### src/rtl/dmem_arbiter.sv
// rtl/dmem_arbiter.sv - two-requester data memory port arbiter, round-robin with bounded lock bursts
module dmem_arbiter #(
    parameter int AW       = 32,
    parameter int DW       = 32,
    parameter int MAX_HOLD = 8
) (
    input  logic          clk,
    input  logic          rst,
    input  logic          m0_req,
    input  logic          m0_we,
    input  logic          m0_lock,
    input  logic [AW-1:0] m0_addr,
    input  logic [DW-1:0] m0_wdata,
    output logic          m0_gnt,
    output logic          m0_rvalid,
    output logic [DW-1:0] m0_rdata,
    input  logic          m1_req,
    input  logic          m1_we,
    input  logic          m1_lock,
    input  logic [AW-1:0] m1_addr,
    input  logic [DW-1:0] m1_wdata,
    output logic          m1_gnt,
    output logic          m1_rvalid,
    output logic [DW-1:0] m1_rdata,
    output logic          mem_we,
    output logic [AW-1:0] mem_a,
    output logic [DW-1:0] mem_wd,
    input  logic [DW-1:0] mem_rd
);
    localparam int HW = $clog2(MAX_HOLD + 1);
    localparam logic [HW-1:0] HOLD_MAX = HW'(MAX_HOLD);

    typedef enum logic [1:0] {IDLE, OWN0, OWN1} own_t;

    own_t          own_q, own_d;
    logic          last_q, last_d;
    logic [HW-1:0] hold_q, hold_d;
    logic [HW-1:0] hold_inc;
    logic          rvalid0_q, rvalid1_q;
    logic [DW-1:0] rdata0_q, rdata1_q;

    assign hold_inc = hold_q + 1'b1;

    // Grants: last_q==1 means m1 went last, so m0 takes the tie.
    always_comb begin
        m0_gnt = 1'b0;
        m1_gnt = 1'b0;
        if (!rst) begin
            case (own_q)
                IDLE: begin
                    if (m0_req && m1_req) begin
                        m0_gnt = last_q;
                        m1_gnt = !last_q;
                    end else begin
                        m0_gnt = m0_req;
                        m1_gnt = m1_req;
                    end
                end
                OWN0:    m0_gnt = m0_req;
                OWN1:    m1_gnt = m1_req;
                default: ;
            endcase
        end
    end

    always_comb begin
        own_d  = own_q;
        hold_d = hold_q;
        last_d = last_q;
        if (m0_gnt) begin
            last_d = 1'b0;
        end else if (m1_gnt) begin
            last_d = 1'b1;
        end
        case (own_q)
            IDLE: begin
                if (m0_gnt && m0_lock) begin
                    own_d  = OWN0;
                    hold_d = HW'(1);
                end else if (m1_gnt && m1_lock) begin
                    own_d  = OWN1;
                    hold_d = HW'(1);
                end
            end
            // Owner idling, unlocking or hitting the hold limit all release.
            OWN0: begin
                if (m0_gnt && m0_lock && (hold_inc < HOLD_MAX)) begin
                    hold_d = hold_inc;
                end else begin
                    own_d  = IDLE;
                    hold_d = '0;
                end
            end
            OWN1: begin
                if (m1_gnt && m1_lock && (hold_inc < HOLD_MAX)) begin
                    hold_d = hold_inc;
                end else begin
                    own_d  = IDLE;
                    hold_d = '0;
                end
            end
            default: begin
                own_d  = IDLE;
                hold_d = '0;
            end
        endcase
    end

    always_ff @(posedge clk) begin
        if (rst) begin
            own_q     <= IDLE;
            last_q    <= 1'b1;
            hold_q    <= '0;
            rvalid0_q <= 1'b0;
            rvalid1_q <= 1'b0;
            rdata0_q  <= '0;
            rdata1_q  <= '0;
        end else begin
            own_q     <= own_d;
            last_q    <= last_d;
            hold_q    <= hold_d;
            rvalid0_q <= m0_gnt && !m0_we;
            rvalid1_q <= m1_gnt && !m1_we;
            if (m0_gnt && !m0_we) begin
                rdata0_q <= mem_rd;
            end
            if (m1_gnt && !m1_we) begin
                rdata1_q <= mem_rd;
            end
        end
    end

    // A read accepted just before reset must not surface during the reset cycle.
    assign m0_rvalid = rvalid0_q && !rst;
    assign m1_rvalid = rvalid1_q && !rst;
    assign m0_rdata  = rdata0_q;
    assign m1_rdata  = rdata1_q;

    assign mem_we = (m0_gnt && m0_we) || (m1_gnt && m1_we);
    assign mem_a  = m0_gnt ? m0_addr  : (m1_gnt ? m1_addr  : '0);
    assign mem_wd = m0_gnt ? m0_wdata : (m1_gnt ? m1_wdata : '0);
endmodule

### config.mk
export PLATFORM = sky130hd
export DESIGN_NAME = dmem_arbiter
export DESIGN_NICKNAME = d
export VERILOG_FILES = /design/src/rtl/dmem_arbiter.sv
export SDC_FILE = /design/constraint.sdc
export NUM_CORES = 1
export LEC_CHECK = 0
export CORE_AREA = 2 2 116 118
export CTS_BUF_LIST = sky130_fd_sc_hd__clkbuf_2
export CTS_CLUSTER_DIAMETER = 40
export DETAILED_ROUTE_END_ITERATION = 10
export DIE_AREA = 0 0 118 120
export PLACE_DENSITY_LB_ADDON = 0.08
export SYNTH_ARGS = -nofsm -noshare
export SYNTH_HDL_FRONTEND = slang
export SYNTH_SLANG_ARGS = --single-unit
### constraint.sdc
create_clock -name clk -period 1.65 [get_ports clk]
set_input_delay 0.2475 -clock clk [delete_from_list [all_inputs] [get_ports clk]]
set_output_delay 0.2475 -clock clk [all_outputs]
set_load 0.05 [all_outputs]
==> results of run 1 <==
==> state kept, by name, summed over array words and instances (netlist names) <==
signal / flops
last_q: 1
m0_rdata: 32
rvalid1_q: 1
m1_rdata: 32
rvalid0_q: 1
hold_q: 4
own_q: 2
==> worst register-to-register path: stages, from the launching register on <==
cell	delay (ns)
dfxtp_4	0.40
nor3b_4	0.26
nor3_4	0.08
buf_12	0.15
buf_4	0.15
a221oi_4	0.33
a221o_1	0.20
==> cell type report <==
cell class                      instances  area [sq um]  share of cell area [%]
Sequential cell                        73          1470                    18.2
Clock inverter                          7          85.1                    1.06
Multi-Input combinational cell        293          2270                    28.2
Clock buffer                            9          45.0                   0.559
Tap cell                              176           220                    2.73
Timing Repair Buffer                  338          3970                    49.2
==> per-layer routing <==
layer  wire (um)  GRT usage [%]  vias to the layer above
met5           8              0                        -
met4         374           8.21                        2
met3        1290           6.75                       28
met2        8170           36.6                      180
met1        6880           26.9                     1971
li1            -              -                     2037
==> worst paths after layout <==
| path | startpoint | slack [ns] | endpoint |
|---|---|---|---|
| worst max register to register | own_q[0] | 0.04 | hold_q[2] |
| worst max-delay path | own_q[0] | -0.58 | mem_wd[11] |
| worst min register to register | m0_rdata[23] | 0.48 | m0_rdata[23] |
| worst min-delay path | rst | 0.23 | hold_q[0] |
==> power by group <==
part	internal [W]	leakage [nW]	switching, W
Sequential	0.00185	0.597	0.0000517
Clock	0.000488	0.0784	0.000620
Combinational	0.00124	2.65	0.00123
Total	0.00357	3.33	0.00191
==> synthesized netlist by cell type (all sizes together) <==
cell / instances
buf: 27
nor2: 3
clkbuf: 9
and4b: 1
o21bai: 1
a311oi: 1
nor3: 4
and2: 1
dfxtp: 73
o21ai: 64
a31oi: 1
a221oi: 1
or3: 1
nor4: 2
nand3: 1
ha: 1
nor3b: 1
a22o: 66
a21oi: 2
xnor2: 1
a221o: 1
o22a: 1
and3b: 1
nand2: 67
nor2b: 4
nand2b: 67
==> cells by family (layout without fill, tap and decap cells) <==
| kind of cell | count (synthesis) | after routing | share of synthesized area [%] |
|---|---|---|---|
| buf+inv | 36 | 354 | 5.67 |
| fa+ha+maj | 1 | 1 | 0.359 |
| compound gates | 138 | 138 | 27.9 |
| xor+xnor | 1 | 1 | 0.251 |
| flops | 73 | 73 | 41.9 |
| simple gates | 153 | 153 | 23.9 |
==> repair_timing <==
item,CTS,global route
setup endpoints to repair,67,67
buffers inserted,7,2
endpoints found under the hold margin,0,0
gates resized for setup,20,38
gates cloned,0,3
pin swaps,3,23
==> through the flow <==
stage	instance area, sq um	utilization (%)	power, W	TNS [ns]	setup WS, ns
CTS	7700	59.3	0.00541	-37.83	-0.604
global placement	7410	57.1	0.00422	-35.20	-0.377
floorplan	3560	-	0.00300	-0.537	-0.0597
finish	8060	62.1	0.00548	-36.84	-0.578
global route	8060	62.1	0.00569	-44.15	-0.683
detailed placement	7410	57.1	0.00424	-43.71	-0.450
==> metrics.txt, run 1 <==
Crit-path slowest cell dfxtp_4; Final Skew 0.0155 ns; violated checks setup timing; Antenna Diode Count 0; slew margin rel. 79.4%; Vias/cell 4.71; leading area contributor after synthesis dfxtp_1; cell mode on critical path buf_12; DR DRC count 0; total gr overflow 0; dpl cells 870; initial antenna violation count 1; DRT antenna net count 0; status finished, violations left; CP max stage delay 0.40 ns; worst-skew pair later-pin latency about 0.50 ns; GP Congestion 0.865; vias in the first global route 4072; first-pass GRT wire length 24100 um; Crit Path Category reg -> out; row cnt 42; Startpoint Class register; filler cell count approximately 1100; WP depth 6; Yosys cell types 31; top cells by area, synth dfxtp_1, a22o_1, nand2b_1, nand2_1, o21ai_0; critical-path cell list nor3b_4, nor3_4, buf_12, clkbuf_16, a22o_2, buf_12; Final Non-Filler Cells 896; drt wl/cell approximately 19 um; final worst-path cycle share 135%; crit path time final 2.23 ns; Slew Viols, Final 0; Max VDD drop 0.431 mV; share of layout cells above drive strength 1 36.3%; Worst Setup Slack, final -0.578 ns; via count 4218; CTS max path bufs 2; Clock transition at path regs 0.18 ns; chip height 120 um; Synth Net Count 571; commonest non-fill, non-tap cells in the layout clkdlybuf4s50_1, buf_4, buf_12, dfxtp_1, nand2_1; setup violators final 67; sequential element share of the synthesized area 41.9%; Leakage between 3 and 4 nW; Cells after Synth approximately 400; Total Wirelength 16700 um; Synth Cell Area about 3500 sq um; Avg Inst Size Synth just under 9 sq um; Port Buffers 300; die area 14200 sq um; FMAX 449 MHz; CTS buffer count 9; H-tree Lvls 3; synthesis-stage register bit count 73; CTS tree yes; Net count, final between 800 and 900; clk sink count 73; largest net degree at the start of global routing 66; Data required, critical path 1.40 ns; drt initial violations 178; critical path capture point type output port; count of final hold-check violations 0; CTS Hold Bufs 0; Slew @ Worst Pin 0.307 ns; worst r2r path cells 6; final hold slack around 0.23 ns; CP max FO 10; router iterations before antenna repair 4; pwr dens 680 nW/um^2; Total GRT Usage 22.1%; die span in x 118 um; Max Cap Viol 0; initial core utilization 26.9%; buffers and inverters on the worst path 3; hold path cells 3; crit path DAT 1.98 ns; Yosys top cell area share 41.9%; unrepaired setup endpoints after global routing true; hpwl dp 12700 um; # IOs 301; P&R area growth vs syn 131%; Core Region 13000 sq um; CP delay by family, top buffers and inverters; yosys warns 0; worst min path class in -> reg; Root Driver clkbuf_2; most common cell after layout, fill and taps aside clkdlybuf4s50_1
(Power assumes the default switching activity.)
==> run 2, diff against run 1 <==
Settings changed: CORE_AREA 2 2 116 118 to 2 2 118 120, DIE_AREA 0 0 118 120 to 0 0 120 122.
Clock period 1.65 ns to 1.9 ns, I/O delays scaled along.
==> metrics.txt, run 2 (same netlist as run 1, synthesis figures left out) <==
chip height 122 um; via count 4141; initial core utilization 25.8%; Slew @ Worst Pin 0.545 ns; Vias/cell 4.66; Worst Setup Slack, final -0.322 ns; critical path capture point type output port; Root Driver clkbuf_2; P&R area growth vs syn 127%; Slew Viols, Final 0; Core Region between 10000 and 15000 sq um; largest net degree at the start of global routing 69; total gr overflow 0; WL met1 7050 um; hpwl dp 12600 um; # IOs 301; CP max stage delay around 0.40 ns; CTS buffer count 9; DR DRC count 0; Crit Path Category reg -> out; H-tree Lvls 3; Crit-path slowest cell dfxtp_4; CTS Hold Bufs 0; die area 14600 sq um; final worst-path cycle share 117%; met2 WL 8480 um; Startpoint Class register; GP Congestion 0.784; drt wl/cell roughly 19 um; CP delay by family, top buffers and inverters; first-pass GRT wire length 24500 um; Max Cap Viol 0; Total GRT Usage a little over a fifth; CP max FO 8; share of layout cells above drive strength 1 23.7%; violated checks setup timing; status finished, violations left; initial antenna violation count 0; DRT antenna net count 0; FMAX roughly 450 MHz; die span in x 120 um; count of final hold-check violations 0; cell mode on critical path buf_12; Clock transition at path regs 0.20 ns; worst min path class in -> reg; commonest non-fill, non-tap cells in the layout clkdlybuf4s50_1, buf_12, dfxtp_1, nand2_1, nand2b_1; CTS max path bufs 2; Port Buffers 300; Total Wirelength 16900 um; setup violators final 67; routed length on met3 between 1000 and 1500 um; buffers and inverters on the worst path 3; CTS tree yes; Setup WS pre-CTS -0.322 ns; Max VDD drop around 0.52 mV; drt initial violations about 170; vias in the first global route roughly 4100; crit path time final 2.22 ns; unrepaired setup endpoints after global routing true; pwr dens 560 nW/um^2; Tot Pwr 0.00444 W; slew margin rel. 63.7%; most common cell after layout, fill and taps aside clkdlybuf4s50_1; worst-skew pair later-pin latency 0.50 ns; router iterations before antenna repair 4; Top Layer Used met4; Leakage 3.34 nW; crit path DAT slightly below 2 ns; Data required, critical path 1.62 ns; Final Skew between 0.02 and 0.025 ns; row cnt 43; Net count, final 872; clk sink count between 70 and 80; critical-path cell list nor3b_4, nor3_4, buf_6, buf_12, a22o_4, buf_12
-- run 2: cell types whose count changed in the layout (fill, tap and decap cells not counted), moves of 2 or more --
cell           before  now
a22o_1              3   29
a22o_2             20    0
a22o_4             43   37
buf_4              89   18
bufinv_16           2    0
clkinv_1            3    0
clkinv_2            1    3
clkinvlp_4          0    3
dlygate4sd2_1       0   58
-- run 2: stage by stage --
step                      instances  area [sq um]  setup TNS [ns]  util (%)  hold WS [ns]
after floorplan                 402          3490               0         -         0.394
after global placement          860          7380          -18.18      54.7         0.451
after detailed placement        860          7380          -19.68      54.7         0.455
after CTS                       887          7840          -24.97      58.1         0.148
after global routing            888          7930          -32.14      58.7         0.132
final                           889          7930          -19.21      58.7         0.238
-- run 2: where the power goes --
group	switching (W)	leakage [nW]	internal [W]
sequential	0.0000392	0.597	0.00161
clock	0.000546	0.0541	0.000168
combinational	0.00107	2.69	0.00102
total	0.00165	3.34	0.00279
-- run 2: final cells by class --
| type | count | area, sq um |
|---|---|---|
| Timing Repair Buffer | 326 | 3960 |
| Fill cell | 1178 | 5570 |
| Clock buffer | 9 | 45.0 |
| Tap cell | 180 | 225 |
| Antenna cell | 1 | 2.50 |
| Clock inverter | 7 | 46.3 |
| Multi-Input combinational cell | 293 | 2180 |
| Sequential cell | 73 | 1470 |
-- run 2: metal layers --
layer,track usage (%),vias to the layer above
met1,27.6,1947
met4,5.59,0
met3,6.09,10
li1,-,2021
met5,0,-
met2,37.4,163
-- run 2: final timing paths --
kind                            slack, ns           end         start  cells after the start
worst max-delay path                -0.32     mem_wd[7]        last_q                      6
worst min-delay path                 0.24     hold_q[0]           rst                      3
worst max register to register       0.31     hold_q[0]      own_q[0]                      7
worst min register to register       0.47  m0_rdata[21]  m0_rdata[21]                      2
-- run 2: worst register-to-register path, cell delays in order (launching register included) --
cell and delay [ns]:
dfxtp_4 0.40, nand2b_4 0.15, nor3_4 0.19, buf_4 0.17, buf_16 0.15, buf_4 0.14, nand2_1 0.08, a311oi_2 0.23
-- run 2: timing repair --
action                     in CTS  in global routing
gates cloned                    3                  1
resized for setup             103                 10
buffers inserted                8                  1
setup endpoints to repair     125                 67
pin swaps                      11                  3
